## config.mk

```make
export PLATFORM = sky130hd
export DESIGN_NAME = fmuldiv_arbiter
export DESIGN_NICKNAME = d
export VERILOG_FILES = /design/src/rtl/fmuldiv_arbiter.sv
export SDC_FILE = /design/constraint.sdc
export NUM_CORES = 1
export LEC_CHECK = 0
export ABC_AREA = 1
export ABC_CLOCK_PERIOD_IN_PS = 2500
export BUFFER_PORTS_ARGS = -buffer_cell sky130_fd_sc_hd__clkbuf_2
export CAP_MARGIN = 20
export CORE_ASPECT_RATIO = 1.25
export CORE_MARGIN = 2
export CORE_UTILIZATION = 50
export CTS_BUF_LIST = sky130_fd_sc_hd__clkbuf_8
export DETAILED_ROUTE_END_ITERATION = 6
export PLACE_DENSITY = 0.86
export SLEW_MARGIN = 20
export SYNTH_ARGS = -nofsm -noshare
export SYNTH_HDL_FRONTEND = slang
export SYNTH_SLANG_ARGS = --single-unit
```

## constraint.sdc

```tcl
create_clock -name clk -period 2.5 [get_ports clk]
set_input_delay 0.375 -clock clk [delete_from_list [all_inputs] [get_ports clk]]
set_output_delay 0.375 -clock clk [all_outputs]
set_load 0.02 [all_outputs]
```

## src/rtl/fmuldiv_arbiter.sv

```systemverilog
// Round-robin sharing of one fmuldiv unit among n_req requesters, with a
// latency-matched tag pipeline and credit-protected per-requester result FIFOs.

package svfloat;
  typedef logic [31:0] float32;
endpackage

module fmuldiv_arbiter #(
  parameter type         float      = svfloat::float32,
  parameter int unsigned n_req      = 2,
  parameter int unsigned latency    = 0,
  parameter int unsigned fifo_depth = 2
) (
  input  logic             clk,
  input  logic             rst_n,
  input  logic [n_req-1:0] req_valid,
  output logic [n_req-1:0] req_ready,
  input  float             req_lhs [n_req],
  input  float             req_rhs [n_req],
  output logic [n_req-1:0] resp_valid,
  input  logic [n_req-1:0] resp_ready,
  output float             resp_res [n_req],
  output float             fu_lhs,
  output float             fu_rhs,
  input  float             fu_res,
  output logic             busy
);

  localparam int unsigned PW = (n_req > 1) ? $clog2(n_req) : 1;
  localparam int unsigned CW = $clog2(fifo_depth + 1);
  localparam int unsigned AW = (fifo_depth > 1) ? $clog2(fifo_depth) : 1;

  logic [PW-1:0]    rr_ptr;
  logic [CW-1:0]    credit [n_req];
  logic [n_req-1:0] eligible;
  logic             gnt_valid;
  logic [PW-1:0]    gnt_id;

  logic             out_valid;
  logic [PW-1:0]    out_id;
  logic             tags_busy;

  logic [n_req-1:0] push;
  logic [n_req-1:0] pop;
  float             mem    [n_req][fifo_depth];
  logic [AW-1:0]    rd_ptr [n_req];
  logic [AW-1:0]    wr_ptr [n_req];
  logic [CW-1:0]    count  [n_req];

  // (base + k) mod n_req, valid for base, k < n_req
  function automatic logic [PW-1:0] rr_index(input logic [PW-1:0] base,
                                             input int unsigned k);
    int unsigned s;
    s = 32'(base) + k;
    if (s >= n_req) s = s - n_req;
    return s[PW-1:0];
  endfunction

  function automatic logic [AW-1:0] ptr_inc(input logic [AW-1:0] p);
    return (p == AW'(fifo_depth - 1)) ? '0 : p + AW'(1);
  endfunction

  // Eligibility is masked during reset so req_ready reads 0 while rst_n is low.
  always_comb begin
    eligible  = '0;
    gnt_valid = 1'b0;
    gnt_id    = '0;
    for (int unsigned i = 0; i < n_req; i++)
      eligible[i] = rst_n && req_valid[i] && (credit[i] != '0);
    for (int unsigned k = 0; k < n_req; k++) begin
      if (!gnt_valid && eligible[rr_index(rr_ptr, k)]) begin
        gnt_valid = 1'b1;
        gnt_id    = rr_index(rr_ptr, k);
      end
    end
  end

  always_comb begin
    req_ready = '0;
    for (int unsigned i = 0; i < n_req; i++)
      req_ready[i] = gnt_valid && (gnt_id == PW'(i));
    fu_lhs = gnt_valid ? req_lhs[gnt_id] : '0;
    fu_rhs = gnt_valid ? req_rhs[gnt_id] : '0;
  end

  always_ff @(posedge clk or negedge rst_n) begin
    if (!rst_n) begin
      rr_ptr <= '0;
      for (int unsigned i = 0; i < n_req; i++)
        credit[i] <= CW'(fifo_depth);
    end else begin
      if (gnt_valid)
        rr_ptr <= rr_index(gnt_id, 1);
      for (int unsigned i = 0; i < n_req; i++) begin
        if (req_ready[i] && !pop[i])
          credit[i] <= credit[i] - CW'(1);
        else if (!req_ready[i] && pop[i])
          credit[i] <= credit[i] + CW'(1);
      end
    end
  end

  generate
    if (latency == 0) begin : g_no_pipe
      assign out_valid = gnt_valid;
      assign out_id    = gnt_id;
      assign tags_busy = 1'b0;
    end else begin : g_pipe
      logic          tag_v  [latency];
      logic [PW-1:0] tag_id [latency];

      always_ff @(posedge clk or negedge rst_n) begin
        if (!rst_n) begin
          for (int unsigned s = 0; s < latency; s++) begin
            tag_v[s]  <= 1'b0;
            tag_id[s] <= '0;
          end
        end else begin
          tag_v[0]  <= gnt_valid;
          tag_id[0] <= gnt_id;
          for (int unsigned s = 1; s < latency; s++) begin
            tag_v[s]  <= tag_v[s-1];
            tag_id[s] <= tag_id[s-1];
          end
        end
      end

      always_comb begin
        tags_busy = 1'b0;
        for (int unsigned s = 0; s < latency; s++)
          tags_busy = tags_busy | tag_v[s];
      end

      assign out_valid = tag_v[latency-1];
      assign out_id    = tag_id[latency-1];
    end
  endgenerate

  always_comb begin
    push = '0;
    pop  = '0;
    for (int unsigned i = 0; i < n_req; i++) begin
      push[i] = out_valid && (out_id == PW'(i));
      pop[i]  = resp_valid[i] && resp_ready[i];
    end
  end

  // Simultaneous push/pop on a full FIFO writes the slot being read; the head
  // is sampled before the write lands, so ordering holds.
  always_ff @(posedge clk or negedge rst_n) begin
    if (!rst_n) begin
      for (int unsigned i = 0; i < n_req; i++) begin
        rd_ptr[i] <= '0;
        wr_ptr[i] <= '0;
        count[i]  <= '0;
        for (int unsigned e = 0; e < fifo_depth; e++)
          mem[i][e] <= '0;
      end
    end else begin
      for (int unsigned i = 0; i < n_req; i++) begin
        if (push[i]) begin
          mem[i][wr_ptr[i]] <= fu_res;
          wr_ptr[i]         <= ptr_inc(wr_ptr[i]);
        end
        if (pop[i])
          rd_ptr[i] <= ptr_inc(rd_ptr[i]);
        if (push[i] && !pop[i])
          count[i] <= count[i] + CW'(1);
        else if (!push[i] && pop[i])
          count[i] <= count[i] - CW'(1);
      end
    end
  end

  always_comb begin
    resp_valid = '0;
    for (int unsigned i = 0; i < n_req; i++) begin
      resp_valid[i] = (count[i] != '0);
      resp_res[i]   = mem[i][rd_ptr[i]];
    end
    busy = tags_busy | (|resp_valid);
  end

endmodule
```

## Word-level counts from Yosys, hierarchy flattened

Cells that the tools add are included.

| operators by class | value |
|---|---|
| add/sub/neg operators | 17 |
| $lt $le $gt $ge | 12 |
| mux-type cells | 43 |
| bitwise gates (word level) | 6 |
| reductions and logical operators | 27 |

Operators with widths:

| operator | count |
|---|---|
| $mux 32 | 16 |
| $bwmux 64 | 2 |
| $demux 32 s1 | 2 |
| $mux 2 | 8 |
| $logic_and 1x1->1 | 15 |
| $mux 1 | 15 |
| $ge 2x2->1 const B | 7 |
| $reduce_bool 2->1 | 6 |
| $not 1->2 | 5 |
| $add 2x1->2 const B | 4 |
| $sub 2x1->2 const B | 4 |
| $logic_not 1->1 | 5 |
| $add 1x1->1 const B | 4 |
| $add 1x1->2 const B | 2 |
| $lt 1x2->1 const B | 2 |
| $lt 2x1->1 const B | 2 |
| $sub 1x1->1 const B | 3 |
| $ge 1x2->1 const B | 1 |
| $reduce_or 2->1 | 1 |
| $not 1->1 | 1 |

| word-level totals | value |
|---|---|
| register bits | 141 |
| bits of input ports | 166 |
| output and inout port bits | 133 |

## Depth between registers and ports, before layout

Gate-level depths: netlist (run 1).

| logic depth | value |
|---|---|
| word-level depth | 14 |
| depth in mapped cells | 11 |

## Worst setup path after synthesis (run 1)

Ideal clock, no wire load.

| timing path | value |
|---|---|
| kind | register -> register |
| from | register credit[1] (netlist name) |
| to | register count[3] (netlist name) |
| arrival time | 1.828 ns |
| required time | 2.369 ns |
| setup slack | 0.541 ns |
| stages on the path, launching flop included | 12 |
| clock period less this slack | 1.959 ns |
| cell sequence | dfstp_2 > inv_1 > nand2_1 > nand2_1 > nand2_1 > nand2_2 > buf_6 > buf_4 > ha_1 > a21oi_1 > o21ai_0 > xor2_1 |

| on the way | value |
|---|---|
| word-level cells in the longest chain between the ends | 13 |
| elaborated cells between the ends (all ways) | 19 |
| classes of those cells | mux: 9; bitwise: 1; reduce/logical: 9 |

Ends and longest elaborated chain:

| element | line | source |
|---|---|---|
| start: declaration | 34 | `logic [CW-1:0] credit [n_req];` |
| start signal: indexed assignment | 90 | `credit[i] <= CW'(fifo_depth);` |
| start signal: indexed assignment | 96 | `credit[i] <= credit[i] - CW'(1);` |
| start signal: indexed assignment | 98 | `credit[i] <= credit[i] + CW'(1);` |
| $reduce_bool 2->1 * | 69 | `eligible[i] = rst_n && req_valid[i] && (credit[i] != '0);` |
| $logic_and 1x1->1 * | 69 |  |
| $mux 1 (not written as such) (2 in series) | 71 | `if (!gnt_valid && eligible[rr_index(rr_ptr, k)]) begin` |
| $mux 1 | 71 |  |
| $logic_not 1->1 | 71 |  |
| $logic_and 1x1->1 | 71 |  |
| $mux 1 | 71 |  |
| $not 1->1 | n/a |  |
| $logic_and 1x1->1 * | n/a |  |
| net req_ready[0] | 17 | `output logic [n_req-1:0] req_ready,` |
| $logic_not 1->1 | 169 | `else if (!push[i] && pop[i])` |
| $logic_and 1x1->1 | 169 |  |
| $reduce_bool 2->1 (no line) | n/a |  |
| end signal: indexed assignment | 168 | `count[i] <= count[i] + CW'(1);` |
| end signal: indexed assignment | 170 | `count[i] <= count[i] - CW'(1);` |
| end: declaration | 48 | `logic [CW-1:0] count [n_req];` |

Mark *: on every way through the listed nets, which the timed path passes. The rest lies on a longest branch. The select of a mux whose other input is x is not followed.
A chain may end at the register's enable or synchronous reset.

==> results of run 1 <==
==> metrics by stage <==
stage	hold WS, ps	std cells	cell area, sq um	setup slack [ps]	util (%)
after floorplan	79.4	1042	7350	541	-
after detailed placement	163	1465	8910	380	61.9
final	56.1	1504	9420	86.7	65.4
after CTS	88.9	1504	9410	26.6	65.3
after global routing	104	1504	9420	-44.6	65.4
after global placement	161	1465	8910	429	61.9
==> sequential cells by signal (all words and copies together) (netlist names) <==
name,count
mem,128
count,4
credit,4
rd_ptr,2
wr_ptr,2
rr_ptr,1
==> cell usage in the layout (no fill, tap or decap), drive strengths merged <==
master	Yosys	layout
dfstp	2	2
clkinvlp	0	5
inv	12	13
clkinv	2	7
nand4	65	65
o21ai	5	5
bufinv	0	4
nand3	67	67
ha	2	2
xnor2	5	5
a21oi	4	4
dlygate4sd3	0	1
dfrtp	139	139
nand2	657	658
buf	50	28
clkbuf	25	314
xor2	5	5
nor2	2	2
==> where the power goes <==
part | total [mW] | switching, mW | leakage, nW | internal, mW
combinational | 6.31 | 4.37 | 3.77 | 1.95
sequential | 3.99 | 0.630 | 1.75 | 3.36
clock | 2.00 | 0.883 | 0.207 | 1.11
==> cell type report <==
class	instances	area, sq um
Sequential cell	141	3530
Clock inverter	14	194
Fill cell	1268	4980
Tap cell	178	223
Timing Repair inverter	1	3.75
Multi-Input combinational cell	813	3410
Inverter	14	57.6
Timing Repair Buffer	325	1760
Clock buffer	18	248
==> cell families after synthesis <==
logic type / after synthesis / synth area share (%)
simple gates: 791 / 44.0
flops: 141 / 48.0
buf+inv: 89 / 5.85
xor+xnor: 10 / 1.19
compound gates: 9 / 0.613
fa+ha+maj: 2 / 0.340
==> worst max-delay path, cell delays in order, from the launching register on <==
cell	delay (ps)
dfstp_2	530
inv_1	60
nand2_1	60
nand2_1	90
inv_2	90
nand2_2	120
inv_6	100
buf_16	190
nand2_1	70
nand2_1	90
clkbuf_2	180
==> final timing paths <==
path                            start         end  slack, ps
setup / recovery            credit[1]  fu_lhs[30]         90
hold / removal                  rst_n      mem[2]         60
setup reg to reg            credit[1]     mem[37]        340
hold reg to reg               mem[52]     mem[52]        470
max in group asynchronous       rst_n     mem[81]       1890
min in group clk           fu_res[29]     mem[93]        240
==> routing by layer <==
metal	track usage, %	part of all wire, %	routed length [um]	up-vias
met1	41.2	38	9630	3714
met3	7.19	9.5	2430	73
met5	0	0	0	-
met4	13.5	4.3	1100	0
li1	-	-	-	3826
met2	52.8	48	12300	463
==> what timing repair did <==
action,4_1_cts,5_1_grt
endpoints found under the hold margin,2,0
hold buffers,1,0
pin swaps,1,0
resized for setup,2,4
setup buffers,4,0
cloned,2,0
endpoints found under the setup margin,52,56
==> reports/qor.csv, run 1 <==
stage;metric;value;unit
synth;yosysWarnings;0;
global_route;grt_pass1_wl;39.3;mm
sta;slew_violations;0;
die;pin_count;299;
final_layout;drive_above_1_share;27.8;%
clock_network;clk_pin_slew;80;ps
global_route;first_global_vias;7524;
drt;vias;8076;
synth;synth_edf_count;0;
global_route;antenna_found_initial;0;
die;rows;49;
drt;routed_wl;25.5;mm
clock_network;cts_tree;yes;
placement;numPortBuffers;298;
clock_network;cts_max_level;4;
synth;ys_ff_latch;141;
drt;avgViaCountPerCell;5.37;
pwr;max-vdd-ir-drop;0.000741;V
placement;place_hpwl;18.0;mm
flow_run;maxCapViolations;0;
sta;fin_crit_sh;96.5;%
die;die_area;15700;sq um
synth;async_flop_share;100;%
die;die_y;140;um
hold_path;hp-class;in2async;
synth;netlist_instances;1042;
setup_path;path_class;reg2out;
synth;synth_top_area_share;47.3;%
final_layout;fin_nets;1481;
synth;synth_most_common_cell;nand2_1;
global_route;grt_max_degree;140;
drt;drc;0;
drt;ant_nets;0;
final_layout;insertedDiodeCount;0;
placement;gp_congestion;0.881;
setup_path;reg2regPathDepth;9;
sta;setup_viol;0;
drt;drt_iter0_drc;1016;
sta;hold_viol;0;
setup_path;cp.arrival;2040;ps
pwr;p_leak;5.73;nW
global_route;grt-ovfl-total;0;
clock_network;clkLatencyLatePin;440;ps
clock_network;clock-sinks;141;
sta;min_period;2410;ps
die;die_x;112;um
sta;relSlewSlack;50.8;%
final_layout;area_growth;28.2;%
synth;synthTopCellsByArea;dfrtp_1 (47%), nand2_1 (33%), nand4_1 (5.5%);
synth;ys_types;22;
die;start_util;51.0;%
clock_network;cts_buffers;17;
synth;synth_area;7350;sq um
synth;synth_top_area_cell;dfrtp_1;
clock_network;root_buffer;clkbuf_8;
sta;skew;7.91;ps
drt;dr.pass1.iters;6;
pwr;p_total;12.3;mW
drt;wl_per_cell;17.0;um
setup_path;end_kind;output pin;
synth;synth_area_per_cell;7.06;sq um
synth;synth-seq-area-share;48.0;%
sta;worst_pin_slew;738;ps
run_status;status;finished clean;
clock_network;clock_path_buffers;2;
synth;synth_nets;1210;
sta;fmax;0.414;GHz
setup_path;required;2120;ps
sta;setup_tns;0;ps
synth;netlist_top_cells_count;nand2_1 (655), dfrtp_1 (139), nand3_1 (67), nand4_1 (65), buf_2 (29);
global_route;grt.total_usage;32.2;%
setup_path;cp-start-kind;flop;
die;core;14400;sq um
synth;synth_ff_type;dfrtp_1;
pwr;p_per_area;1300;nW/um^2
setup_path;crit_path_max_fanout;44;
No activity file was read; power rests on OpenSTA's default activity.
==> run 2, diff against run 1 <==
- PLACE_DENSITY: 0.86 -> 0.88
==> reports/qor.csv, run 2 (synthesis gave the netlist of run 1 again) <==
stage;metric;value;unit;change
run_status;status;finished clean;;
flow_run;maxCapViolations;0;;unchanged
clock_network;cts_tree;yes;;
setup_path;cp.arrival;2020;ps;-20 ps
sta;relSlewSlack;48.3;%;-2.4 points
drt;drt_iter0_drc;932;;-8.3%
setup_path;crit_slowest_cell;dfstp_2;;
clock_network;clk_pin_slew;80;ps;about the same
final_layout;largest_register_ffs;128;;unchanged
setup_path;cp-start-kind;flop;;
global_route;grt-ovfl-total;0;;unchanged
clock_network;clock_path_buffers;2;;unchanged
die;rows;49;;unchanged
global_route;grt_max_degree;142;;+1.4%
clock_network;hold_buffers;0;;-1
sta;rsz0062_at_grt;false;;
final_layout;largestRegisters;mem x128, count x4, credit x4;;
pwr;max-vdd-ir-drop;0.000992;V;+34%
drt;dr.pass1.iters;6;;unchanged
final_layout;regMostFlops;mem;;
global_route;antenna_found_initial;0;;unchanged
clock_network;clock-sinks;141;;unchanged
sta;worst_pin_slew;775;ps;+36.6 ps
sta;setup_slack;101;ps;+13.9 ps
die;start_util;51.0;%;unchanged
placement;gp_congestion;0.938;;+6.5%
drt;drc;0;;unchanged
clock_network;cts_buffers;17;;unchanged
final_layout;fin_nets;1477;;-0.27%
clock_network;clkLatencyLatePin;460;ps;+20 ps
pwr;seq_power_share;30.9;%;-1.5 points
drt;routed_wl;26.6;mm;+4.4%
global_route;first_global_vias;7718;;+2.6%
sta;setup_tns;0;ps;unchanged
pwr;swShare;47.0;%;-0.82 points
placement;pre_cts_ws;460;ps;+79.9 ps
pwr;p_per_area;1360;nW/um^2;+4.0%
sta;fin_crit_sh;96.0;%;-0.56 points
sta;setup_viol;0;;unchanged
pwr;power.share.combinational;50.5;%;-0.8 points
setup_path;reg2regPathDepth;11;;+2
global_route;grt_pass1_wl;40.7;mm;+3.7%
drt;wl_per_cell;17.8;um;+4.7%
pwr;power_frac_clock;18.6;%;+2.4 points
sta;skew;10.6;ps;+2.66 ps
die;die_area;15700;sq um;unchanged
drt;vias;8228;;+1.9%
sta;fmax;0.417;GHz;+0.58%
pwr;p_leak;5.77;nW;+0.74%
final_layout;area_growth;28.9;%;
die;die_x;112;um;unchanged
drt;avgViaCountPerCell;5.49;;+2.2%
setup_path;crit_chain;nor2_2, nor2_4, nand2_1, nand2_4, buf_12, nand2_1, nand2_1, clkbuf_2;;
global_route;grt.total_usage;33.3;%;+1.1 points
setup_path;end_kind;output pin;;
final_layout;drive_above_1_share;27.3;%;-0.45 points
placement;numPortBuffers;298;;unchanged
die;die_y;140;um;unchanged
die;pin_count;299;;unchanged
drt;ant_nets;0;;unchanged
clock_network;cts_max_level;4;;unchanged
sta;min_period;2400;ps;-13.9 ps
setup_path;path_class;reg2out;;
sta;slew_violations;0;;unchanged
setup_path;path_common_cell;nand2_1;;
final_layout;final_cell_mix;nand2_1 (655), clkbuf_2 (297), dfrtp_1 (139);;
clock_network;root_buffer;clkbuf_8;;
final_layout;insertedDiodeCount;0;;unchanged
hold_path;hp-class;in2async;;
final_layout;final_common_cell;nand2_1;;
pwr;p_sw;6.04;mW;+2.8%
sta;hold_viol;0;;unchanged
pwr;intPower;6.81;mW;+6.2%
setup_path;crit_path_max_fanout;35;;-20%
setup_path;required;2120;ps;about the same
setup_path;critPathMaxStageDelay;550;ps;+20 ps
die;core;14400;sq um;unchanged
placement;place_hpwl;18.4;mm;+1.8%
run 2: cell count changes in the layout (fill, tap and decap cells not counted), sizes merged:
| cell | before | now |
|---|---|---|
| bufinv | 4 | 8 |
| inv | 13 | 15 |
| clkbuf | 314 | 316 |
| clkinv | 7 | 4 |
| nand2 | 658 | 657 |
| buf | 28 | 25 |
| dlygate4sd3 | 1 | 0 |
| clkinvlp | 5 | 1 |
run 2: final cells by class:
| cell class | instances | area [sq um] |
|---|---|---|
| fill | 1210 | 4930 |
| sequential | 141 | 3530 |
| multi-input combinational | 812 | 3400 |
| timing repair buffer | 323 | 1750 |
| clock inverter | 14 | 273 |
| clock buffer | 18 | 248 |
| tap | 178 | 223 |
| inverter | 14 | 52.6 |
run 2: metrics by stage:
| step | hold WS [ps] | utilization [%] | power, mW | instances | cell area [sq um] |
|---|---|---|---|---|---|
| after floorplan | 79.4 | - | 8.11 | 1042 | 7350 |
| after global placement | 453 | 61.8 | 10.2 | 1464 | 8910 |
| after detailed placement | 458 | 61.8 | 10.3 | 1464 | 8910 |
| after CTS | 77.5 | 65.6 | 12.8 | 1499 | 9450 |
| after global routing | 53.8 | 65.8 | 13.6 | 1500 | 9480 |
| final | 12.5 | 65.8 | 12.9 | 1500 | 9480 |
run 2: critical path: cells and delay by family (launching register included):
kind                   cells  cell delay (ps)
flip-flops                 1              550
buffers and inverters      2              380
AND/OR/NAND/NOR            6              630
run 2: path summary, 6_finish.rpt:
| check | to | from | slack (ps) |
|---|---|---|---|
| worst min-delay path | mem[0] | rst_n | 10 |
| worst min register to register | mem[38] | mem[38] | 470 |
| max in group asynchronous | mem[71] | rst_n | 1880 |
| min in group clk | mem[118] | fu_res[22] | 190 |
| worst max-delay path | fu_rhs[8] | credit[3] | 100 |
| worst max register to register | credit[3] | credit[1] | 260 |
run 2: power by group through the flow:
stage	logic [mW]	clock network, mW	registers [mW]
2_1_floorplan	4.31	0	3.80
3_3_place_gp	6.22	0	3.93
3_5_place_dp	6.35	0	3.98
4_1_cts	6.43	2.39	3.96
5_1_grt	7.05	2.49	4.10
6_report	6.49	2.39	3.97
run 2: timing repair:
item / in CTS / in global routing
gates cloned: 0 / 1
gates resized for setup: 0 / 1
buffers inserted: 3 / 0
pin swaps: 1 / 0
setup endpoints to repair: 1 / 57
endpoints found under the hold margin: 0 / 0
run 2: per-layer routing:
layer / track usage (%) / up-vias / part of all wire [%]
met4: 16.4 / 0 / 5.5
met1: 40.4 / 3764 / 36
li1: - / 3812 / -
met2: 53.5 / 552 / 47
met3: 10.8 / 100 / 11
met5: 0 / - / 0
